===== src/rtl/vb_pkg.sv =====
// Shared constants, FSM state type and round-robin pick helper for the VB stream arbiter.
package vb_pkg;
  localparam int GW   = 7;
  localparam int MARK = 7;
  localparam int NREQ = 4;
  localparam int G4W  = 4;

  typedef enum logic {
    IDLE = 1'b0,
    SEND = 1'b1
  } state_t;

  // First requesting index strictly after ptr, wrapping; ptr itself is checked last.
  function automatic logic [1:0] rr_pick(input logic [NREQ-1:0] req, input logic [1:0] ptr);
    logic [1:0] idx;
    logic [1:0] pick;
    logic       found;
    pick  = ptr;
    found = 1'b0;
    for (int i = 1; i <= NREQ; i++) begin
      idx = ptr + i[1:0];
      if (!found && req[idx]) begin
        pick  = idx;
        found = 1'b1;
      end
    end
    return pick;
  endfunction
endpackage


===== src/rtl/vb_group_core.sv =====
// Holds the granted value and walks its 7-bit groups from the highest non-zero one down to G0.
module vb_group_core
  import vb_pkg::*;
(
  input  logic          clk,
  input  logic          rst,
  input  logic          load,
  input  logic          advance,
  input  logic [31:0]   value,
  output logic [GW-1:0] group,
  output logic          last
);
  logic [31:0] value_r;
  logic [2:0]  idx_r;
  logic [2:0]  first_s;

  // Highest non-zero group of the incoming value; G0 when the value is all zero.
  always_comb begin
    if (value[31:28] != 4'd0) begin
      first_s = 3'd4;
    end else if (value[27:21] != 7'd0) begin
      first_s = 3'd3;
    end else if (value[20:14] != 7'd0) begin
      first_s = 3'd2;
    end else if (value[13:7] != 7'd0) begin
      first_s = 3'd1;
    end else begin
      first_s = 3'd0;
    end
  end

  // Value and group index registers.
  always_ff @(posedge clk or posedge rst) begin
    if (rst) begin
      value_r <= 32'd0;
      idx_r   <= 3'd0;
    end else if (load) begin
      value_r <= value;
      idx_r   <= first_s;
    end else if (advance && (idx_r != 3'd0)) begin
      idx_r <= idx_r - 3'd1;
    end
  end

  // Group currently selected by the index.
  always_comb begin
    case (idx_r)
      3'd4:    group = {3'd0, value_r[31:32-G4W]};
      3'd3:    group = value_r[27:21];
      3'd2:    group = value_r[20:14];
      3'd1:    group = value_r[13:7];
      default: group = value_r[6:0];
    endcase
  end

  assign last = (idx_r == 3'd0);
endmodule


===== src/rtl/vb_stream_arbiter.sv =====
// Round-robin arbiter sharing one VB encoder among four requesters; emits one tagged byte per cycle.
module vb_stream_arbiter
  import vb_pkg::*;
(
  input  logic                 CLK,
  input  logic                 RST,
  input  logic [NREQ-1:0]      REQ,
  input  logic [32*NREQ-1:0]   DATA,
  output logic [7:0]           STREAM,
  output logic                 VALID,
  output logic [1:0]           SRC,
  output logic                 LAST,
  output logic [NREQ-1:0]      ACK,
  output logic                 BUSY
);
  state_t        state_r;
  logic [1:0]    ptr_r;
  logic [1:0]    win_r;
  logic [1:0]    pick_s;
  logic [31:0]   win_data_s;
  logic          load_s;
  logic          advance_s;
  logic [GW-1:0] group_s;
  logic          last_s;
  logic [7:0]    byte_s;

  assign pick_s     = rr_pick(REQ, ptr_r);
  assign win_data_s = DATA[32*pick_s +: 32];
  assign load_s     = (state_r == IDLE) && (REQ != 4'd0);
  assign advance_s  = (state_r == SEND);

  // Continuation bit clear on interior bytes, set on the terminating G0 byte.
  always_comb begin
    byte_s       = {1'b0, group_s};
    byte_s[MARK] = last_s;
  end

  vb_group_core u_core (
    .clk     (CLK),
    .rst     (RST),
    .load    (load_s),
    .advance (advance_s),
    .value   (win_data_s),
    .group   (group_s),
    .last    (last_s)
  );

  // Arbitration FSM and registered outputs.
  always_ff @(posedge CLK or posedge RST) begin
    if (RST) begin
      state_r <= IDLE;
      ptr_r   <= 2'd3;
      win_r   <= 2'd0;
      STREAM  <= 8'h00;
      VALID   <= 1'b0;
      SRC     <= 2'd0;
      LAST    <= 1'b0;
      ACK     <= 4'd0;
      BUSY    <= 1'b0;
    end else begin
      case (state_r)
        IDLE: begin
          VALID <= 1'b0;
          LAST  <= 1'b0;
          ACK   <= 4'd0;
          if (load_s) begin
            win_r   <= pick_s;
            BUSY    <= 1'b1;
            state_r <= SEND;
          end else begin
            BUSY <= 1'b0;
          end
        end
        SEND: begin
          STREAM <= byte_s;
          VALID  <= 1'b1;
          SRC    <= win_r;
          if (last_s) begin
            LAST    <= 1'b1;
            ACK     <= 4'd1 << win_r;
            ptr_r   <= win_r;
            state_r <= IDLE;
          end else begin
            LAST <= 1'b0;
            ACK  <= 4'd0;
          end
        end
        default: begin
          state_r <= IDLE;
        end
      endcase
    end
  end
endmodule


===== config.mk =====
export PLATFORM = sky130hd
export DESIGN_NAME = vb_stream_arbiter
export DESIGN_NICKNAME = d
export VERILOG_FILES = /design/src/rtl/vb_pkg.sv /design/src/rtl/vb_group_core.sv /design/src/rtl/vb_stream_arbiter.sv
export SDC_FILE = /design/constraint.sdc
export NUM_CORES = 1
export LEC_CHECK = 0
export BUFFER_PORTS_ARGS = -buffer_cell sky130_fd_sc_hd__buf_4
export CAP_MARGIN = 20
export CELL_PAD_IN_SITES_DETAIL_PLACEMENT = 1
export CELL_PAD_IN_SITES_GLOBAL_PLACEMENT = 2
export CORE_MARGIN = 2
export CORE_UTILIZATION = 27
export DETAILED_ROUTE_END_ITERATION = 16
export GPL_TIMING_DRIVEN = 0
export HOLD_SLACK_MARGIN = 0.12
export MAX_ROUTING_LAYER = met4
export PLACE_DENSITY_LB_ADDON = 0.12
export SLEW_MARGIN = 20
export SYNTH_ARGS = -nofsm -noshare
export SYNTH_HDL_FRONTEND = slang
export SYNTH_SLANG_ARGS = --single-unit

===== constraint.sdc =====
create_clock -name CLK -period 7.9 [get_ports CLK]
set_clock_uncertainty 0.2 [all_clocks]
set_input_delay 0.79 -clock CLK [delete_from_list [all_inputs] [get_ports CLK]]
set_output_delay 0.79 -clock CLK [all_outputs]
set_load 0.1 [all_outputs]

==> results of run 1 <==
final cells by class:
type / instances / area (µm²)
inverters: 8 / 32.5
flip-flops and latches: 57 / 1430
fillers: 1613 / 7850
multi-input cells: 384 / 1980
repair buffers: 150 / 1130
well taps: 176 / 220
plain buffers: 34 / 138
clock buffers: 11 / 233
clock inverters: 5 / 80.1
logic make-up after synthesis:
kind of cell	after synthesis
and+or+nand+nor	266
adders and majority gates	5
muxes	4
buffers and inverters	42
AOI/OAI and AO/OA	109
DFF	57
sequential cells by signal, summed over array words and instances, names as in the netlist:
signal	flops
u_core.value_r	32
STREAM	8
ACK	4
u_core.idx_r	3
SRC	2
ptr_r	2
win_r	2
BUSY	1
LAST	1
VALID	1
advance_s	1
per-stage QoR:
| step | instance area (µm²) | cells | setup slack [ps] |
|---|---|---|---|
| after floorplan | 3580 | 483 | 4860 |
| after global placement | 4920 | 809 | 3980 |
| after detailed placement | 4930 | 809 | 3960 |
| after CTS | 5240 | 825 | 4300 |
| after global routing | 5240 | 825 | 4140 |
| final | 5240 | 825 | 4340 |
power by group:
part | switching [mW] | internal (mW)
combinational | 0.878 | 0.388
sequential | 0.0965 | 0.438
clock | 0.135 | 0.275
synth_stat cells (2+ instances only):
master and number:
sky130_fd_sc_hd__dfrtp_1 55, sky130_fd_sc_hd__a21oi_1 14, sky130_fd_sc_hd__nand2_1 149, sky130_fd_sc_hd__buf_2 2, sky130_fd_sc_hd__nor2_1 24, sky130_fd_sc_hd__nand4_1 2
sky130_fd_sc_hd__clkbuf_1 25, sky130_fd_sc_hd__a31o_2 4, sky130_fd_sc_hd__a22oi_1 6, sky130_fd_sc_hd__a211oi_1 5, sky130_fd_sc_hd__nand2b_1 2, sky130_fd_sc_hd__nand3_1 68
sky130_fd_sc_hd__nand3b_1 2, sky130_fd_sc_hd__and2_1 2, sky130_fd_sc_hd__o31ai_1 2, sky130_fd_sc_hd__mux2_2 2, sky130_fd_sc_hd__inv_1 7, sky130_fd_sc_hd__nor3_1 4
sky130_fd_sc_hd__ha_1 5, sky130_fd_sc_hd__dfstp_2 2, sky130_fd_sc_hd__a21o_1 2, sky130_fd_sc_hd__and3_1 6, sky130_fd_sc_hd__a31oi_1 2, sky130_fd_sc_hd__a221oi_1 3
sky130_fd_sc_hd__a222oi_1 8, sky130_fd_sc_hd__o21ai_0 53, sky130_fd_sc_hd__buf_1 6, sky130_fd_sc_hd__mux4_1 2
placed cells by master (no fill, tap or decap), drive strengths merged, types with 5 or more instances in the layout:
| cell | count |
|---|---|
| a211oi | 5 |
| a21oi | 14 |
| a222oi | 8 |
| a22oi | 6 |
| and3 | 6 |
| buf | 159 |
| clkbuf | 36 |
| dfrtp | 55 |
| ha | 5 |
| inv | 7 |
| nand2 | 149 |
| nand3 | 69 |
| nor2 | 24 |
| o21ai | 54 |
routing by layer:
| metal | track usage | wire length [µm] | up-vias |
|---|---|---|---|
| li1 | - | - | 2018 |
| met1 | 0.261 | 6310 | 1956 |
| met2 | 0.347 | 6780 | 122 |
| met3 | 0.0225 | 600 | 12 |
| met4 | 0.0543 | 125 | 0 |
| met5 | - | 0 | - |
worst reg2reg max path, cell delays in order, from the launching register on:
cell,delay (ps)
sky130_fd_sc_hd__dfstp_2,580
sky130_fd_sc_hd__nor2b_1,90
sky130_fd_sc_hd__a21o_1,180
sky130_fd_sc_hd__a221oi_2,530
sky130_fd_sc_hd__buf_6,240
sky130_fd_sc_hd__buf_2,240
sky130_fd_sc_hd__buf_2,280
sky130_fd_sc_hd__nand3_1,150
sky130_fd_sc_hd__a22oi_1,240
sky130_fd_sc_hd__nand4_1,250
sky130_fd_sc_hd__o21bai_1,230
sky130_fd_sc_hd__o311ai_0,150
worst min path at each step:
stage                   start     to  slack (ps)  cells past startpoint
detailed placement  advance_s  VALID         230                      0
global placement    advance_s  VALID         240                      0
global route        advance_s  VALID         280                      0
floorplan           advance_s  VALID         200                      0
CTS                 advance_s  VALID         250                      0
finish              advance_s  VALID         250                      0
==> qor_table.md, run 1 <==
| Stage | Metric | Value |
|---|---|---|
| outcome | Result of the run | complete, no violations |
| cells and area | Final net count | 783 |
| worst setup path | Buffers plus inverters on the worst setup path | 4 |
| clock tree | Number of clock buffers inserted by TritonCTS | 9 |
| worst setup path | Max incr delay on CP | 530 ps |
| drt | Number of optimization iterations in the first detailed-route pass | 8 |
| sta | Endpoints failing hold | 0 |
| yosys | Net count after synthesis | 622 |
| global routing | Vias in the first global route | 4292 |
| clock tree | Clock buffer depth | 2 |
| cells and area | Ant. Diodes | 0 |
| worst setup path | Critical Path Start Type | input pin |
| worst setup path | Startpoint of the worst register-to-register path | ptr_r[0] |
| drt | DRC violation total after the first TritonRoute iteration | 252 |
| sta | RSZ-0062 raised after global routing | false |
| yosys | Cell count after synthesis | 483 |
| yosys | Area fraction of the dominant cell type after synthesis | 0.385 |
| die | Die width | 119 µm |
| sta | WHS | 251 ps |
| worst setup path | Worst setup path endpoint | u_core.idx_r[1] |
| clock tree | TritonCTS clock tree | built |
| sta | Total Negative Setup Slacks | 0 ps |
| clock tree | CTS hold repair buffers | 0 |
| sta | Portion of the clock cycle consumed by the worst path in the final layout | 0.451 |
| yosys | Distinct cell type count after synthesis | 47 |
| worst setup path | Critical path's slowest cell | sky130_fd_sc_hd__a221oi_2 |
| worst setup path | Crit Path Class | in2reg |
| worst setup path | Number of cells on the critical path | 12 |
| yosys | #FFs+latches synth | 57 |
| worst setup path | Critical path peak fanout | 10 |
| yosys | Area fraction in compound gates after synthesis | 0.193 |
| global routing | Wire length of the first global-routing pass | 22200 µm |
| cells and area | Share of cells above drive strength 1 | 0.276 |
| yosys | Mux contribution to synthesized area | 0.0210 |
| drt | Aggregate routed wire length | 13800 µm |
| drt | Detail-routed via count per cell | 4.98 |
| worst setup path | Cell seen most often among critical-path stages | sky130_fd_sc_hd__buf_2 |
| worst setup path | Capture point of the worst reg-to-reg path | u_core.idx_r[1] |
| yosys | Xor and xnor area share after synthesis | 0 |
| yosys | Yosys warns | 0 |
| worst setup path | Crit path launch | REQ[3] |
| die | FP Rows | 42 |
| drt | Post-detailed-route DRC marker count | 0 |
| yosys | Avg Cell Area, Syn | 7.41 µm² |
| power | Total Power | 2.21 mW |
| yosys | Predominant post-synthesis flop cell | sky130_fd_sc_hd__dfrtp_1 |
| yosys | Area share of fa/ha/maj cells after synthesis | 0.0175 |
| global routing | GR Overflow Total | 0 |
| sta | Relative max-transition margin | 0.527 |
| clock tree | Level count of the clock H-tree | 3 |
| global routing | Maximum number of pins on one net before global-route repair | 58 |
| drt | Remaining antenna violation count after routing | 0 |
| clock tree | Setup bufs post-CTS | 0 |
| die | Initial standard-cell utilization of the core | 0.273 |
| placed design | Estimated wirelength of the detail-placed design | 11200 µm |
| power | Worst supply voltage drop on vdd | 0.127 mV |
| global routing | Aggregate global-route resource usage | 0.205 |
| clock tree | Clock input transition at the sequential cells of the worst setup and hold paths | 50 ps |
| placed design | Placer congestion estimate | 0.836 |
| sta | Number of endpoints failing setup at the final stage | 0 |
| yosys | Leading area contributor after synthesis | sky130_fd_sc_hd__dfrtp_1 |
| yosys | Combinational family with the most area after synthesis | simple AND/OR/NAND/NOR gates |
| cells and area | Synthesis-to-layout area growth | 46.4% |
| worst setup path | Worst endpoint required time | 7880 ps |
| die | Chip height | 119 µm |
| sta | Maximum achievable frequency | 281 MHz |
| worst setup path | Critical-path cell list | buf_4, nor2b_1, a21o_1, a221oi_2, buf_6, buf_2, buf_2, nand3_1, a22oi_1, nand4_1, o21bai_1, o311ai_0 |
| worst setup path | Cell depth of the worst flop-to-flop path | 11 |
| sta | Shortest clock period the worst path allows after layout | 3560 ps |
| worst setup path | Slack of the worst reg-to-reg path | 4420 ps |
| power | LEAKAGE | 2.57 nW |
| yosys | Largest cells by area after synthesis | sky130_fd_sc_hd__dfrtp_1 38%, sky130_fd_sc_hd__nand2_1 16%, sky130_fd_sc_hd__nand3_1 9.5% |
| die | Count of pins on the block boundary | 151 |
| die | Area enclosed by the die boundary | 14200 µm² |
| power | Power per cell area | 422 nW/µm² |
| global routing | Number of antenna violations at the first check in global routing | 0 |
| die | Floorplan Core Area | 13100 µm² |
| yosys | Cell Area, Synth | 3580 µm² |
| clock tree | Post-cts repair resize count | 0 |
| worst setup path | Arr. time, crit path | 3540 ps |
| yosys | Async set-reset flop share out of synthesis | 1.00 |
| clock tree | Clock insertion delay at the later pin of the skew report | 330 ps |
| worst setup path | Nature of the critical path endpoint | flop |
| hold path | Hold WC Path Type | reg2reg |
| clock tree | # clock sinks | 57 |
| drt | Vias | 4108 |
| cells and area | Core Util, Final | 0.400 |
| sta | Final number of max-transition violations | 0 |
| job | Number of maximum-capacitance violations | 0 |
| placed design | Number of buffers added on ports | 150 |
| clock tree | Clock tree root driver cell | sky130_fd_sc_hd__clkbuf_16 |
| yosys | Simple-gate portion of the synthesized area | 0.323 |
| worst setup path | Largest delay contributor family on the critical path | compound AO/OA/AOI/OAI gates |
| drt | Wire per inst | 16.7 µm |
| yosys | Number of flops mapped to enable cells by yosys | 0 |
| yosys | Portion of the post-synthesis area used by sequential elements | 0.399 |
| sta | Slew of the pin with the lowest slew margin | 710 ps |
(Power assumes the default switching activity.)
==> run 2: changes to the inputs <==
CORE_UTILIZATION = 25   (was 27)
clock period = 3.4 ns   (was 7.9 ns; I/O delays follow)
==> qor_table.md, run 2 (synthesis results as in run 1) <==
| Stage | Metric | Value | Delta |
|---|---|---|---|
| outcome | Result of the run | complete, no violations |  |
| drt | Total met3 wirelength after detailed routing | 683 µm | +14% |
| drt | DRC violation total after the first TritonRoute iteration | 235 | -6.7% |
| die | FP Rows | 43 | +2.4% |
| drt | Wire length on met2 | 6710 µm | -1.1% |
| clock tree | Number of clock buffers inserted by TritonCTS | 9 | unchanged |
| drt | Routed met1 length | 6610 µm | +4.8% |
| drt | Wire per inst | 17.0 µm | +1.2% |
| sta | Shortest clock period the worst path allows after layout | 3170 ps |  |
| sta | WHS | 198 ps | -52.8 ps |
| drt | Top sig layer | met4 |  |
| clock tree | Clock input transition at the sequential cells of the worst setup and hold paths | 50 ps | about the same |
| global routing | Wire length of the first global-routing pass | 22300 µm | +0.31% |
| cells and area | Leading cell type in the layout, fill and taps excluded | sky130_fd_sc_hd__buf_4 |  |
| worst setup path | Crit path launch | ptr_r[0] |  |
| worst setup path | Largest delay contributor family on the critical path | compound AO/OA/AOI/OAI gates |  |
| placed design | Number of buffers added on ports | 150 | unchanged |
| worst setup path | Worst setup path endpoint | u_core.idx_r[1] |  |
| clock tree | Clock buffer depth | 2 | unchanged |
| drt | Detail-routed via count per cell | 4.85 | -2.6% |
| drt | Aggregate routed wire length | 14200 µm | +2.5% |
| cells and area | Sequential cell area | 1430 µm² | unchanged |
| worst setup path | Arr. time, crit path | 3150 ps | -390 ps |
| cells and area | Share of cells above drive strength 1 | 0.299 | +0.0234 |
| sta | Number of endpoints failing setup at the final stage | 0 | unchanged |
| sta | Final number of max-transition violations | 0 | unchanged |
| drt | Vias | 4051 | -1.4% |
| cells and area | Final net count | 789 | +0.77% |
| global routing | Maximum number of pins on one net before global-route repair | 58 | unchanged |
| power | LEAKAGE | 2.63 nW | +2.1% |
| sta | Slew of the pin with the lowest slew margin | 691 ps | -19.5 ps |
| sta | Endpoints failing hold | 0 | unchanged |
| clock tree | TritonCTS clock tree | built |  |
| worst setup path | Critical-path cell list | nor2b_1, a21o_1, a221oi_4, buf_6, clkbuf_4, buf_4, nand3_1, a22oi_2, nand4_1, o21bai_1, o311ai_0 |  |
| cells and area | Commonest cells after routing, fill and taps aside | 157 x sky130_fd_sc_hd__buf_4, 148 x sky130_fd_sc_hd__nand2_1, 68 x sky130_fd_sc_hd__nand3_1 |  |
| cells and area | Registers with the most flip-flops | u_core.value_r: 32 flops, STREAM: 8 flops, ACK: 4 flops |  |
| sta | Maximum achievable frequency | 315 MHz |  |
| global routing | Number of antenna violations at the first check in global routing | 0 | unchanged |
| placed design | Placed standard-cell area | 4930 µm² | +0.10% |
| worst setup path | Cell depth of the worst flop-to-flop path | 11 | unchanged |
| worst setup path | Nature of the critical path endpoint | flop |  |
| global routing | Aggregate global-route resource usage | 0.197 | -0.00803 |
| cells and area | Ant. Diodes | 0 | unchanged |
| worst setup path | Slack of the worst reg-to-reg path | 230 ps | -4190 ps |
| cells and area | Total of fill cells in the finished design | 1736 | +7.6% |
| die | Initial standard-cell utilization of the core | 0.257 | -0.0167 |
| die | Count of pins on the block boundary | 151 | unchanged |
| cells and area | Final design instance area without fill | 5310 µm² | +1.2% |
| worst setup path | Critical path's slowest cell | sky130_fd_sc_hd__dfstp_2 |  |
| placed design | Placer congestion estimate | 0.808 | -3.4% |
| global routing | Vias in the first global route | 4252 | -0.93% |
| drt | Post-detailed-route DRC marker count | 0 | unchanged |
| placed design | Estimated wirelength of the detail-placed design | 11400 µm | +1.7% |
| clock tree | Clock insertion delay at the later pin of the skew report | 320 ps | about the same |
| cells and area | Area of the multi-input gates | 2000 µm² | +1.1% |
| worst setup path | Worst endpoint required time | 3380 ps | -4500 ps |
| clock tree | # clock sinks | 57 | unchanged |
| hold path | Min-Delay Path Depth | 5 | +5 |
| die | Floorplan Core Area | 13900 µm² | +6.5% |
| sta | RSZ-0062 raised after global routing | false |  |
| power | Total Power | 5.11 mW | +130% |
| sta | Portion of the clock cycle consumed by the worst path in the final layout | 0.932 |  |
| hold path | Hold WC Path Type | in2reg |  |
| clock tree | Level count of the clock H-tree | 3 | unchanged |
| power | Worst supply voltage drop on vdd | 0.264 mV | +110% |
| worst setup path | Critical path peak fanout | 10 | unchanged |
| placed design | Worst setup slack before clock tree synthesis | -160 ps | -4120 ps |
| clock tree | Clock tree root driver cell | sky130_fd_sc_hd__clkbuf_16 |  |
| power | Power per cell area | 963 nW/µm² | +130% |
| cells and area | Synthesis-to-layout area growth | 48.3% |  |
| worst setup path | Number of cells on the critical path | 11 | -1 |
| cells and area | Register with the most flip-flops | u_core.value_r |  |
| sta | Worst setup margin | 230 ps | -4110 ps |
| sta | Relative max-transition margin | 0.540 | +0.0130 |
| drt | Number of optimization iterations in the first detailed-route pass | 4 | -4 |
| worst setup path | Max incr delay on CP | 600 ps | +70 ps |
| cells and area | Largest register FFs | 32 | unchanged |
| die | Die width | 124 µm | +3.8% |
| worst setup path | Startpoint of the worst register-to-register path | ptr_r[0] |  |
| worst setup path | Crit Path Class | reg2reg |  |
| sta | Total Negative Setup Slacks | 0 ps | unchanged |
| die | Area enclosed by the die boundary | 15300 µm² | +7.7% |
| drt | Remaining antenna violation count after routing | 0 | unchanged |
| global routing | GR Overflow Total | 0 | unchanged |
| worst setup path | Critical Path Start Type | flop |  |
| die | Chip height | 124 µm | +3.8% |
| worst setup path | Buffers plus inverters on the worst setup path | 3 | -1 |
| job | Number of maximum-capacitance violations | 0 | unchanged |
| worst setup path | Capture point of the worst reg-to-reg path | u_core.idx_r[1] |  |
run 2: cell count changes in the layout (fill, tap and decap cells not counted), sizes merged:
cell / before / now
clkinv: 2 / 4
dlygate4sd3: 0 / 1
clkbuf: 36 / 40
bufinv: 2 / 0
clkinvlp: 2 / 0
buf: 159 / 162
run 2: worst min path at each step:
| stage | start | to | slack (ps) |
|---|---|---|---|
| finish | DATA[100] | u_core.value_r[4] | 200 |
| global route | DATA[100] | u_core.value_r[4] | 220 |
| CTS | DATA[100] | u_core.value_r[4] | 200 |
| detailed placement | advance_s | VALID | 240 |
| global placement | advance_s | VALID | 230 |
| floorplan | advance_s | VALID | 200 |
run 2: layer usage:
| metal | track usage | up-vias |
|---|---|---|
| li1 | - | 2028 |
| met1 | 0.255 | 1899 |
| met2 | 0.321 | 112 |
| met3 | 0.0375 | 12 |
| met4 | 0.0405 | 0 |
| met5 | - | - |
run 2: worst reg2reg max path: cells and delay by family, from the launching register on:
family                 cells  cell delay (ps)
AO/OA/AOI/OAI              5             1170
buffers and inverters      3              580
flip-flops                 1              600
AND/OR/NAND/NOR            3              480
run 2: what timing repair did:
| action | in CTS | in global routing |
|---|---|---|
| gates cloned | 0 | 0 |
| hold buffers | 1 | 0 |
| pin swaps | 2 | 3 |
| endpoints found under the setup margin | 2 | 10 |
| buffers inserted | 2 | 4 |
| gates resized for setup | 1 | 18 |
| endpoints found under the hold margin | 55 | 0 |
run 2: area by class of cell:
type,instances,share of cell area
buffer,33,0.0278
tap,180,0.0425
inverter,8,0.00613
multi-input combinational,384,0.378
timing repair buffer,157,0.223
clock buffer,13,0.0509
sequential,57,0.269
clock inverter,3,0.00283
run 2: per-stage QoR:
step,cells,util
2_1_floorplan,483,-
3_3_place_gp,813,0.354
3_5_place_dp,813,0.354
4_1_cts,832,0.377
5_1_grt,835,0.381
6_report,835,0.381
run 2: power breakdown:
| part | internal (mW) | switching, mW | leakage, nW |
|---|---|---|---|
| clock network | 0.548 | 0.296 | 0.145 |
| registers | 1.02 | 0.225 | 0.697 |
| logic | 0.958 | 2.06 | 1.79 |
| total | 2.52 | 2.59 | 2.63 |
==> run 3: changes to the inputs <==
CORE_UTILIZATION = 26   (was 25)
CTS_BUF_LIST = sky130_fd_sc_hd__clkbuf_4   (was default)
==> qor_table.md, run 3 (synthesis results as in run 1) <==
| Stage | Metric | Value | Delta |
|---|---|---|---|
| outcome | Result of the run | complete, no violations |  |
| drt | Remaining antenna violation count after routing | 0 | unchanged |
| cells and area | Core Util, Final | 0.402 | +0.0209 |
| worst setup path | Worst endpoint required time | 3470 ps | +90 ps |
| cells and area | Register with the most flip-flops | u_core.value_r |  |
| worst setup path | Max incr delay on CP | 610 ps | about the same |
| cells and area | Commonest cells after routing, fill and taps aside | 157 x sky130_fd_sc_hd__buf_4, 148 x sky130_fd_sc_hd__nand2_1, 68 x sky130_fd_sc_hd__nand3_1 |  |
| sta | WHS | 133 ps | -65.6 ps |
| power | Worst supply voltage drop on vdd | 0.329 mV | +25% |
| power | LEAKAGE | 2.64 nW | +0.49% |
| worst setup path | Nature of the critical path endpoint | flop |  |
| cells and area | Registers with the most flip-flops | u_core.value_r: 32 flops, STREAM: 8 flops, ACK: 4 flops |  |
| die | Area enclosed by the die boundary | 14700 µm² | -3.7% |
| worst setup path | Critical path peak fanout | 10 | unchanged |
| sta | Relative max-transition margin | 0.523 | -0.0167 |
| cells and area | Total of fill cells in the finished design | 1670 | -3.8% |
| drt | Post-detailed-route DRC marker count | 0 | unchanged |
| placed design | Number of buffers added on ports | 150 | unchanged |
| worst setup path | Number of cells on the critical path | 11 | unchanged |
| worst setup path | Buffers plus inverters on the worst setup path | 3 | unchanged |
| global routing | Maximum number of pins on one net before global-route repair | 58 | unchanged |
| global routing | Number of antenna violations at the first check in global routing | 0 | unchanged |
| clock tree | Clock input transition at the sequential cells of the worst setup and hold paths | 100 ps | +50 ps |
| die | FP Rows | 42 | -2.3% |
| power | Total Power | 4.83 mW | -5.6% |
| worst setup path | Crit Path Class | reg2reg |  |
| sta | Shortest clock period the worst path allows after layout | 3150 ps | -15.5 ps |
| global routing | Vias in the first global route | 4371 | +2.8% |
| sta | Worst setup margin | 245 ps | +15.5 ps |
| clock tree | Clock buffer depth | 2 | unchanged |
| placed design | Cell Count Post-Placement | 809 | -0.49% |
| sta | Portion of the clock cycle consumed by the worst path in the final layout | 0.928 | -0.00456 |
| cells and area | Largest register FFs | 32 | unchanged |
| drt | Wire per inst | 16.7 µm | -1.3% |
| placed design | Placed standard-cell area | 4930 µm² | -0.10% |
| cells and area | Ant. Diodes | 0 | unchanged |
| sta | RSZ-0062 raised after global routing | false |  |
| die | Initial standard-cell utilization of the core | 0.268 | +0.0113 |
| hold path | Hold WC Path Type | in2reg |  |
| hold path | Min-Delay Path Depth | 5 | unchanged |
| power | Power per cell area | 900 nW/µm² | -6.5% |
| drt | Detail-routed via count per cell | 4.93 | +1.7% |
| cells and area | Final net count | 809 | +2.5% |
| drt | Vias | 4198 | +3.6% |
| die | Die width | 121 µm | -1.9% |
| worst setup path | Critical Path Start Type | flop |  |
| global routing | Aggregate global-route resource usage | 0.203 | +0.00585 |
| clock tree | Clock insertion delay at the later pin of the skew report | 400 ps | +80 ps |
| cells and area | Area of the multi-input gates | 2000 µm² | -0.44% |
| worst setup path | Cell seen most often among critical-path stages | sky130_fd_sc_hd__clkbuf_4 |  |
| cells and area | Synthesis-to-layout area growth | 49.8% |  |
| die | Count of pins on the block boundary | 151 | unchanged |
| global routing | Wire length of the first global-routing pass | 22500 µm | +0.62% |
| drt | Number of optimization iterations in the first detailed-route pass | 4 | unchanged |
| cells and area | Sequential cell area | 1430 µm² | unchanged |
| global routing | GR Overflow Total | 0 | unchanged |
| clock tree | Clock tree root driver cell | sky130_fd_sc_hd__clkbuf_4 |  |
| sta | Maximum achievable frequency | 317 MHz | +0.49% |
| clock tree | TritonCTS clock tree | built |  |
| placed design | Placer congestion estimate | 0.797 | -1.4% |
| sta | Number of endpoints failing setup at the final stage | 0 | unchanged |
| drt | Aggregate routed wire length | 14200 µm | +0.62% |
| die | Floorplan Core Area | 13300 µm² | -4.2% |
| cells and area | Leading cell type in the layout, fill and taps excluded | sky130_fd_sc_hd__buf_4 |  |
| clock tree | Number of clock buffers inserted by TritonCTS | 9 | unchanged |
| placed design | Estimated wirelength of the detail-placed design | 11300 µm | -0.97% |
| clock tree | # clock sinks | 57 | unchanged |
| die | Chip height | 121 µm | -1.9% |
| cells and area | Final design instance area without fill | 5360 µm² | +1.0% |
| worst setup path | Critical-path cell list | nor2b_1, a21o_1, a221oi_4, buf_6, clkbuf_4, clkbuf_4, nand3_1, a22oi_1, nand4_1, o21bai_1, o311ai_0 |  |
| worst setup path | Critical path's slowest cell | sky130_fd_sc_hd__dfstp_2 |  |
| cells and area | Share of cells above drive strength 1 | 0.286 | -0.0133 |
| cells and area | Final Non-Filler Cells | 851 | +1.9% |
| worst setup path | Cell depth of the worst flop-to-flop path | 11 | unchanged |
| sta | Endpoints failing hold | 0 | unchanged |
| worst setup path | Largest delay contributor family on the critical path | compound AO/OA/AOI/OAI gates |  |
| drt | DRC violation total after the first TritonRoute iteration | 238 | +1.3% |
| placed design | Worst setup slack before clock tree synthesis | -40.3 ps | +120 ps |
| sta | Slew of the pin with the lowest slew margin | 716 ps | +25.1 ps |
| worst setup path | Arr. time, crit path | 3220 ps | +70 ps |
| job | Number of maximum-capacitance violations | 0 | unchanged |
| sta | Final number of max-transition violations | 0 | unchanged |
| sta | Total Negative Setup Slacks | 0 ps | unchanged |
| clock tree | Level count of the clock H-tree | 3 | unchanged |
==> run 3: changes by cell type in the layout (fill, tap and decap cells not counted), moves of 3 or more <==
cell	change
sky130_fd_sc_hd__clkbuf_8	-3
sky130_fd_sc_hd__clkinv_2	-3
sky130_fd_sc_hd__clkbuf_4	+11
sky130_fd_sc_hd__clkbuf_16	-9
sky130_fd_sc_hd__dlygate4sd3_1	+19
==> run 3: power breakdown <==
group / internal, mW / switching [mW]
Clock: 0.302 / 0.260
Combinational: 0.974 / 2.06
Sequential: 1.01 / 0.219
Total: 2.29 / 2.54
==> run 3: cell type report <==
| class | count | area share |
|---|---|---|
| buffer | 33 | 0.0273 |
| clock buffer | 10 | 0.0140 |
| clock inverter | 6 | 0.0154 |
| inverter | 8 | 0.00607 |
| multi-input combinational | 384 | 0.372 |
| sequential | 57 | 0.267 |
| tap | 176 | 0.0411 |
| timing repair buffer | 177 | 0.257 |
==> run 3: layer usage <==
metal	GRT usage	vias up	part of all wire
li1	-	2067	-
met1	0.253	2011	0.44
met2	0.347	103	0.50
met3	0.0249	17	0.039
met4	0.0539	0	0.015
met5	-	-	0
==> run 3: worst min-delay path, cell delays in order <==
cell and delay, ps:
sky130_fd_sc_hd__buf_4 110, sky130_fd_sc_hd__nand2_1 50, sky130_fd_sc_hd__nand3_1 70, sky130_fd_sc_hd__nand2_1 70, sky130_fd_sc_hd__o21ai_0 70
==> run 3: worst paths after layout <==
path,startpoint,end,slack [ps]
setup / recovery,ptr_r[0],u_core.idx_r[1],250
hold / removal,DATA[2],u_core.value_r[2],130
setup reg to reg,ptr_r[0],u_core.idx_r[1],250
hold reg to reg,advance_s,VALID,280
max in group asynchronous,RST,LAST,2100
min in group asynchronous,RST,STREAM[6],420
==> run 3: timing repair <==
| action | in CTS | in global routing |
|---|---|---|
| cloned | 0 | 0 |
| setup endpoints to repair | 1 | 10 |
| hold buffers | 20 | 0 |
| endpoints found under the hold margin | 61 | 0 |
| resized for setup | 1 | 13 |
| pin swaps | 0 | 3 |
| buffers inserted | 0 | 7 |
